==> config.mk <==
export PLATFORM = sky130hd
export DESIGN_NAME = dpram_be
export DESIGN_NICKNAME = d
export VERILOG_FILES = /design/src/rtl/dpram_be.sv
export SDC_FILE = /design/constraint.sdc
export NUM_CORES = 1
export LEC_CHECK = 0
export BUFFER_PORTS_ARGS = -buffer_cell sky130_fd_sc_hd__clkbuf_2
export CELL_PAD_IN_SITES_DETAIL_PLACEMENT = 0
export CELL_PAD_IN_SITES_GLOBAL_PLACEMENT = 1
export CORE_MARGIN = 4
export CORE_UTILIZATION = 54
export DETAILED_ROUTE_END_ITERATION = 16
export GPL_ROUTABILITY_DRIVEN = 0
export PLACE_DENSITY_LB_ADDON = 0.15
export SETUP_SLACK_MARGIN = 0.1
export SYNTH_ARGS = -nofsm -noshare
export SYNTH_HDL_FRONTEND = slang
export SYNTH_SLANG_ARGS = --single-unit
==> constraint.sdc <==
create_clock -name clK -period 3.62 [get_ports clK]
set_input_delay 0.724 -clock clK [delete_from_list [all_inputs] [get_ports clK]]
set_output_delay 0.724 -clock clK [all_outputs]
set_load 0.01 [all_outputs]
==> src/rtl/dpram_be.sv <==
// dpram_be: shared-clock true dual-port RAM with byte-lane writes, selectable
// same-port read-during-write behaviour, optional output register, read-valid
// tracking, post-reset clear engine and write-write collision monitoring.
// Optional per-lane even parity storage/checking: define DPRAM_PARITY_EN.
module dpram_be #(
   parameter int DATA       = 16,
   parameter int ADDR       = 5,
   parameter int BYTE       = 8,
   parameter int RDW_MODE   = 0,
   parameter int OUT_REG    = 0,
   parameter int INIT_CLEAR = 1
) (
   input  logic                 clK,
   input  logic                 rst_N,
   input  logic                 a_port_EN,
   input  logic                 a_port_WR,
   input  logic [DATA/BYTE-1:0] a_port_BE,
   input  logic [ADDR-1:0]      a_port_ADDR,
   input  logic [DATA-1:0]      a_port_data_IN,
   output logic [DATA-1:0]      a_port_data_OUT,
   output logic                 a_port_VALID,
   output logic                 a_port_PERR,
   input  logic                 b_port_EN,
   input  logic                 b_port_WR,
   input  logic [DATA/BYTE-1:0] b_port_BE,
   input  logic [ADDR-1:0]      b_port_ADDR,
   input  logic [DATA-1:0]      b_port_data_IN,
   output logic [DATA-1:0]      b_port_data_OUT,
   output logic                 b_port_VALID,
   output logic                 b_port_PERR,
   output logic                 init_BUSY,
   input  logic                 collision_CLR,
   output logic                 collision_FLAG,
   output logic [7:0]           collision_COUNT
);

   localparam int NB    = DATA / BYTE;
   localparam int DEPTH = 1 << ADDR;

   typedef enum logic {ST_CLEAR = 1'b0, ST_READY = 1'b1} state_t;

   localparam state_t ST_RESET = state_t'((INIT_CLEAR != 0) ? 1'b0 : 1'b1);

   state_t            state_q, state_d;
   logic [ADDR-1:0]   cnt_q, cnt_d;
   logic              clr_we;

   logic [DATA-1:0]   mem [DEPTH];

   logic              a_acc, b_acc, a_we, b_we, same_addr, collision;
   logic [NB-1:0]     a_lwe, b_lwe;
   logic [DATA-1:0]   a_old, b_old, a_wdat, b_wdat, a_rd, b_rd;
   logic              a_perr, b_perr;

   logic [DATA-1:0]   a_rd_q, a_rd_d, b_rd_q, b_rd_d;
   logic              a_vld_q, a_vld_d, b_vld_q, b_vld_d;
   logic              a_perr_q, a_perr_d, b_perr_q, b_perr_d;

   logic              coll_flag_q, coll_flag_d;
   logic [7:0]        coll_cnt_q, coll_cnt_d;

   // Clear-engine state register
   always_ff @(posedge clK or negedge rst_N) begin
      if (!rst_N) begin
         state_q <= ST_RESET;
         cnt_q   <= '0;
      end else begin
         state_q <= state_d;
         cnt_q   <= cnt_d;
      end
   end

   // Clear-engine next state: sweep every address once, then stay ready
   always_comb begin
      state_d = state_q;
      cnt_d   = cnt_q;
      if (state_q == ST_CLEAR) begin
         cnt_d = cnt_q + ADDR'(1);
         if (cnt_q == {ADDR{1'b1}}) begin
            state_d = ST_READY;
         end
      end
   end

   // Clear-engine outputs: busy flag and the zeroing write strobe
   always_comb begin
      init_BUSY = (state_q == ST_CLEAR);
      clr_we    = (state_q == ST_CLEAR);
   end

   // Access qualification, collision detection and post-write word merge
   always_comb begin
      a_acc     = a_port_EN & ~init_BUSY;
      b_acc     = b_port_EN & ~init_BUSY;
      a_we      = a_acc & a_port_WR;
      b_we      = b_acc & b_port_WR;
      a_lwe     = {NB{a_we}} & a_port_BE;
      b_lwe     = {NB{b_we}} & b_port_BE;
      same_addr = (a_port_ADDR == b_port_ADDR);
      collision = same_addr & (|(a_lwe & b_lwe));
      a_old     = mem[a_port_ADDR];
      b_old     = mem[b_port_ADDR];
      a_wdat    = a_old;
      b_wdat    = b_old;
      // At a shared address both words become the same combined word, with
      // port A owning any lane that both ports write.
      for (int i = 0; i < NB; i++) begin
         if (a_lwe[i]) begin
            a_wdat[i*BYTE +: BYTE] = a_port_data_IN[i*BYTE +: BYTE];
         end else if (same_addr && b_lwe[i]) begin
            a_wdat[i*BYTE +: BYTE] = b_port_data_IN[i*BYTE +: BYTE];
         end
         if (same_addr && a_lwe[i]) begin
            b_wdat[i*BYTE +: BYTE] = a_port_data_IN[i*BYTE +: BYTE];
         end else if (b_lwe[i]) begin
            b_wdat[i*BYTE +: BYTE] = b_port_data_IN[i*BYTE +: BYTE];
         end
      end
      // Cross-port readers always see the pre-write word; only the port's
      // own write can be forwarded in write-first mode.
      a_rd = (RDW_MODE != 0 && a_we) ? a_wdat : a_old;
      b_rd = (RDW_MODE != 0 && b_we) ? b_wdat : b_old;
   end

   // Array write: clear sweep, else B then A so A wins an identical address
   always_ff @(posedge clK) begin
      if (clr_we) begin
         mem[cnt_q] <= '0;
      end else begin
         if (b_we) mem[b_port_ADDR] <= b_wdat;
         if (a_we) mem[a_port_ADDR] <= a_wdat;
      end
   end

`ifdef DPRAM_PARITY_EN
   logic [NB-1:0] par_mem [DEPTH];
   logic [NB-1:0] a_fresh, b_fresh;

   function automatic logic [NB-1:0] lane_par(input logic [DATA-1:0] w);
      logic [NB-1:0] p;
      for (int i = 0; i < NB; i++) p[i] = ^w[i*BYTE +: BYTE];
      return p;
   endfunction

   // Parity check against stored bits; forwarded lanes are fresh and skipped
   always_comb begin
      a_fresh = '0;
      b_fresh = '0;
      if (RDW_MODE != 0) begin
         a_fresh = a_lwe | (same_addr ? b_lwe : '0);
         b_fresh = b_lwe | (same_addr ? a_lwe : '0);
      end
      a_perr = |((lane_par(a_old) ^ par_mem[a_port_ADDR]) & ~a_fresh);
      b_perr = |((lane_par(b_old) ^ par_mem[b_port_ADDR]) & ~b_fresh);
   end

   // Parity array write mirrors the data array write
   always_ff @(posedge clK) begin
      if (clr_we) begin
         par_mem[cnt_q] <= '0;
      end else begin
         if (b_we) par_mem[b_port_ADDR] <= lane_par(b_wdat);
         if (a_we) par_mem[a_port_ADDR] <= lane_par(a_wdat);
      end
   end
`else
   // No parity storage: error outputs are constant zero
   always_comb begin
      a_perr = 1'b0;
      b_perr = 1'b0;
   end
`endif

   // First read stage next state: capture on access, hold otherwise
   always_comb begin
      a_rd_d   = a_acc ? a_rd : a_rd_q;
      b_rd_d   = b_acc ? b_rd : b_rd_q;
      a_vld_d  = a_acc;
      b_vld_d  = b_acc;
      a_perr_d = a_acc & a_perr;
      b_perr_d = b_acc & b_perr;
   end

   // First read stage registers
   always_ff @(posedge clK or negedge rst_N) begin
      if (!rst_N) begin
         a_rd_q   <= '0;
         b_rd_q   <= '0;
         a_vld_q  <= 1'b0;
         b_vld_q  <= 1'b0;
         a_perr_q <= 1'b0;
         b_perr_q <= 1'b0;
      end else begin
         a_rd_q   <= a_rd_d;
         b_rd_q   <= b_rd_d;
         a_vld_q  <= a_vld_d;
         b_vld_q  <= b_vld_d;
         a_perr_q <= a_perr_d;
         b_perr_q <= b_perr_d;
      end
   end

   generate
      if (OUT_REG != 0) begin : g_out_reg
         logic [DATA-1:0] a_out_q, a_out_d, b_out_q, b_out_d;
         logic            a_ov_q, a_ov_d, b_ov_q, b_ov_d;
         logic            a_op_q, a_op_d, b_op_q, b_op_d;

         // Output stage next state: advance only behind a valid first stage
         always_comb begin
            a_out_d = a_vld_q ? a_rd_q : a_out_q;
            b_out_d = b_vld_q ? b_rd_q : b_out_q;
            a_ov_d  = a_vld_q;
            b_ov_d  = b_vld_q;
            a_op_d  = a_perr_q;
            b_op_d  = b_perr_q;
         end

         // Output stage registers
         always_ff @(posedge clK or negedge rst_N) begin
            if (!rst_N) begin
               a_out_q <= '0;
               b_out_q <= '0;
               a_ov_q  <= 1'b0;
               b_ov_q  <= 1'b0;
               a_op_q  <= 1'b0;
               b_op_q  <= 1'b0;
            end else begin
               a_out_q <= a_out_d;
               b_out_q <= b_out_d;
               a_ov_q  <= a_ov_d;
               b_ov_q  <= b_ov_d;
               a_op_q  <= a_op_d;
               b_op_q  <= b_op_d;
            end
         end

         assign a_port_data_OUT = a_out_q;
         assign b_port_data_OUT = b_out_q;
         assign a_port_VALID    = a_ov_q;
         assign b_port_VALID    = b_ov_q;
         assign a_port_PERR     = a_op_q;
         assign b_port_PERR     = b_op_q;
      end else begin : g_no_out_reg
         assign a_port_data_OUT = a_rd_q;
         assign b_port_data_OUT = b_rd_q;
         assign a_port_VALID    = a_vld_q;
         assign b_port_VALID    = b_vld_q;
         assign a_port_PERR     = a_perr_q;
         assign b_port_PERR     = b_perr_q;
      end
   endgenerate

   // Collision monitor next state: a new collision overrides a clear
   always_comb begin
      coll_flag_d = coll_flag_q;
      coll_cnt_d  = coll_cnt_q;
      if (collision) begin
         coll_flag_d = 1'b1;
         if (collision_CLR) begin
            coll_cnt_d = 8'd1;
         end else if (coll_cnt_q != 8'hFF) begin
            coll_cnt_d = coll_cnt_q + 8'd1;
         end
      end else if (collision_CLR) begin
         coll_flag_d = 1'b0;
         coll_cnt_d  = 8'd0;
      end
   end

   // Collision monitor registers
   always_ff @(posedge clK or negedge rst_N) begin
      if (!rst_N) begin
         coll_flag_q <= 1'b0;
         coll_cnt_q  <= 8'd0;
      end else begin
         coll_flag_q <= coll_flag_d;
         coll_cnt_q  <= coll_cnt_d;
      end
   end

   assign collision_FLAG  = coll_flag_q;
   assign collision_COUNT = coll_cnt_q;

endmodule

=== Word-level counts from Yosys, hierarchy flattened ===
Memory sizes are Yosys's and may differ from the RTL's.
Cells that the tools add are included.

* Flip-flop bits (word level): 49
* Latch bits: 0
* RAM bits: 512
* Bits in read-only memories: 0
* Input port bits: 53
* Memories kept: 1

* Add/sub/neg operators: 2
* Multiply operators: 0
* Div/mod/pow operators: 0
* $lt $le $gt $ge: 0
* Eq/ne operators: 3
* Shift operators: 0
* Muxes and demuxes: 26
* Bitwise gates (word level): 9
* Reduce and logical (&&, ||, !) cells: 9

{| class="wikitable"
|+ Memories
! name !! words !! bits a word !! rd ports !! clocked after memory_dff !! wr ports !! RTL line !! RTL
|-
| mem || 32 || 16 || 2 || 0 || 2 || 48 || <nowiki>logic [DATA-1:0] mem [DEPTH];</nowiki>
|}

{| class="wikitable"
|+ Operators with widths
! cell !! number
|-
| 2-to-1 mux 8 bit || 12
|-
| 2-to-1 mux 16 bit || 1
|-
| OR reduction 16 bit || 1
|-
| 2-to-1 mux 1 bit || 12
|-
| adder 8 x 1 -> 8 bit, second input constant || 1
|-
| != test 8 bit, second input constant || 1
|-
| AND 2 bit || 3
|-
| adder 5 x 1 -> 5 bit, second input constant || 1
|-
| AND 1 bit || 5
|-
| equality test 5 bit || 1
|-
| equality test 5 bit, second input constant || 1
|-
| 2-to-1 mux 5 bit || 1
|-
| logical AND 1 bit || 4
|-
| nonzero test 2 bit || 2
|-
| AND reduction 2 bit || 1
|-
| OR reduction 2 bit || 1
|-
| NOT 1 bit || 1
|}

=== Logic depth before layout (Yosys ltp) ===
* Depth in word-level cells: 8
* Depth in mapped cells: 11
* Depth with buffers taken out: 6

=== Worst setup path before layout ===
OpenSTA, ideal clock, no wires.

* Path kind: input port to flip-flop
* From: input port b_port_WR
* To: memory mem[3][0], enable pin
* Arrival time: 3.035 ns
* Required time: 3.209 ns
* Path slack: 0.174 ns
* Stages on the path: 6
* Path buffers: 2
* Path through: and3_1 > clkbuf_1 > clkbuf_1 > mux2i_1 > nand2_1 > o21ai_0

{| class="wikitable"
|+ RTL lines
! element !! RTL line !! RTL
|-
| start: declaration || 24 || <nowiki>input logic b_port_WR,</nowiki>
|-
| end: declaration || 48 ||
|}

==> reports/qor.yml <==
clockBufferDepth: 3
cts_inserted_buffers: 61
cpMostUsedCell: "nand2_1"
drc: 0
finalMaxSlewViolations: 0
cp-start-kind: "flop"
max_stage_delay_ns: 0.59
first_pass_iters: 8
syn_avg_cell_area_um2: 13.9
multi_input_area_um2: 16200
finalWorstSetupSlack_ns: 0.341
async_flop_share_pct: 8.73
design_area_um2: 39300
yosysMostFrequentCell: "edfxtp_1"
initial_core_util_pct: 54.7
ctsHoldBuffers: 0
htreeDepth: 2
drtAntennaViolNets: 0
max_freq_mhz: 305
yosysTopAreaCell: "edfxtp_1"
r2r_end: "mem[25][6]"
numPortBuffers: 96
ys.flop_type: "edfxtp_1"
worstSkewPairLatency_ns: 0.65
hold_viol: 0
cap_violations: 0
placed_area_um2: 37300
reg2reg_slack_ns: 0.34
post_cts_buffers: 0
rsz0062_at_grt: "no"
dieHeight_um: 261
ys_warn_count: 0
wire_per_inst_um: 39.4
fin_crit_ns: 3.28
power_density_nw_per_um2: 424
viasPerCell: 8.01
clkTransAtPathRegs_ns: 0.06
grt_max_degree: 38
hp-class: "primary input to async pin"
leakagePower_nw: 13.2
vias: 27900
fp.dieW_um: 261
io_pins: 99
r2r_start: "state_q"
synthTopCellsByArea: "edfxtp_1 (44%), o32ai_2 (13%), mux4_2 (8.3%)"
skew_ns: 0.0360
r2r_cells: 8
crit_chain: "and2_1 > nand2_1 > nor3b_1 > buf_4 > nand2_1 > nand2_1 > buf_4 > o32ai_2"
synth_edf_count: 512
path_class: "flop to flop"
cp_max_fo: 13
grt_usage_pct: 39.5
worstPathArrival_ns: 3.65
dieArea_um2: 68200
cts_sinks: 561
endpoint_kind: "flop"
netlist_area_um2: 34600
first_global_vias: 27200
antenna_found_initial: 2
cts_tree: "done"
detailed_place_hpwl_mm: 95.7
cp.required_ns: 3.99
wl_mm: 137
synth_top_area_share_pct: 44.5
ys_types: 65
tightest_slew_ns: 1.42
vdd_drop_max_mv: 0.392
crit_slowest_cell: "nand2_1"
regArea_um2: 16600
drtIter0Drc: 4341
grt_pass1_wl_mm: 194
netlist_instances: 2487
nets: 2640
status: "finished, final reports clean"
syn2layout_area_growth_pct: 13.8
post-place-ws_ns: -0.0385
core_um2: 63200
ys_seq_elements: 561
maxSlewHeadroom_pct: 5.26
period_share_pct: 90.6
grt_overflow: 0
drive_gt1_share_pct: 36.2
cts_resized: 0
fp-row-count: 92
cts-root-buf: "clkbuf_16"
nFillCells: 4771
setup_viol: 0
yosysSeqAreaShare_pct: 48.0
ys_top_cells_by_count: "edfxtp_1 (512), o32ai_2 (272), mux2i_1 (261)"
## metrics by stage
stage	cells	utilization, %	hold slack [ns]	power, mW	setup TNS, ns
3_3_place_gp	3367	59.1	0.461	10.3	-0.515
6_report	3482	62.3	0.151	16.7	0
5_1_grt	3481	62.2	0.187	17.0	0
4_1_cts	3481	62.2	0.136	16.6	0
2_1_floorplan	2488	-	0.428	9.33	0
3_5_place_dp	3367	59.1	0.471	10.3	-0.0708
## power breakdown
| part | internal [mW] | switching, mW |
|---|---|---|
| combinational | 1.17 | 1.87 |
| sequential | 7.18 | 0.0643 |
| clock | 3.71 | 2.69 |
| total | 12.1 | 4.63 |
## worst max-delay path by stage
stage	from	end	slack, ns	cells after the start
4_1_cts	state_q	mem[25][6]	0.50	8
6_report	state_q	mem[25][6]	0.34	8
2_1_floorplan	b_port_WR	mem[3][0]	0.17	6
3_3_place_gp	b_port_ADDR[3]	mem[14][4]	-0.04	8
3_5_place_dp	b_port_ADDR[3]	mem[14][4]	-0.04	8
5_1_grt	state_q	mem[25][8]	0.25	8
## kinds of logic after synthesis
kind of cell | after synthesis | share of synthesized area [%]
other | 1 | 0.0108
AOI/OAI and AO/OA | 836 | 24.9
DFF | 561 | 48.0
xor gates and xnor gates | 11 | 0.279
muxes | 391 | 16.0
buffers and inverters | 353 | 6.02
adders and majority gates | 3 | 0.109
and+or+nand+nor | 331 | 4.75
## cell usage in the layout, fill, tap and decap left out, types with 5 or more instances in the layout
| master | count |
|---|---|
| a21oi_1 | 27 |
| a31oi_1 | 16 |
| and4_1 | 6 |
| buf_12 | 64 |
| buf_4 | 221 |
| bufinv_16 | 8 |
| clkbuf_1 | 14 |
| clkbuf_16 | 62 |
| clkbuf_2 | 92 |
| clkinv_1 | 11 |
| clkinv_2 | 14 |
| dfrtp_1 | 49 |
| edfxtp_1 | 512 |
| inv_1 | 7 |
| mux2i_1 | 261 |
| mux4_2 | 127 |
| nand2_1 | 111 |
| nand3_1 | 30 |
| nand3b_1 | 6 |
| nand4bb_1 | 6 |
| nor2_1 | 65 |
| nor2_2 | 6 |
| nor2_4 | 9 |
| nor3_1 | 9 |
| nor3b_1 | 5 |
| nor4_1 | 32 |
| o211a_4 | 8 |
| o21a_2 | 6 |
| o21ai_0 | 17 |
| o21ai_2 | 39 |
| o21ai_4 | 9 |
| o221ai_1 | 15 |
| o22a_1 | 15 |
| o22ai_1 | 191 |
| o32ai_1 | 209 |
| o32ai_2 | 272 |
| or3_1 | 17 |
| xnor2_1 | 11 |
## critical path, delay by kind of cell (launching register included)
family / cells / cell delay, ns
AO/OA/AOI/OAI: 1 / 0.10
buffers and inverters: 2 / 0.57
flip-flops: 1 / 0.56
AND/OR/NAND/NOR: 5 / 1.74
## routing by layer
layer / track usage [%] / vias up / share of wire (%)
met1: 50.4 / 14000 / 34
met2: 60.0 / 2398 / 44
met5: 0 / - / 0
li1: - / 10900 / -
met3: 8.55 / 595 / 12
met4: 28.5 / 0 / 9.4
## sequential cells by signal, indices dropped and copies added, names as in the netlist
signal and flops:
b_port_data_OUT 16, state_q 1, b_port_VALID 1, collision_COUNT 8
a_port_VALID 1, mem 512, collision_FLAG 1, cnt_q 5
a_port_data_OUT 16
## area by class of cell
cell class | instances | area share, %
tap | 846 | 2.69
clock buffer | 77 | 4.11
clock inverter | 37 | 0.992
antenna | 1 | 0.00636
sequential | 561 | 42.2
inverter | 7 | 0.0668
timing repair buffer | 379 | 8.72
multi-input combinational | 1574 | 41.2
(Power assumes the default switching activity.)
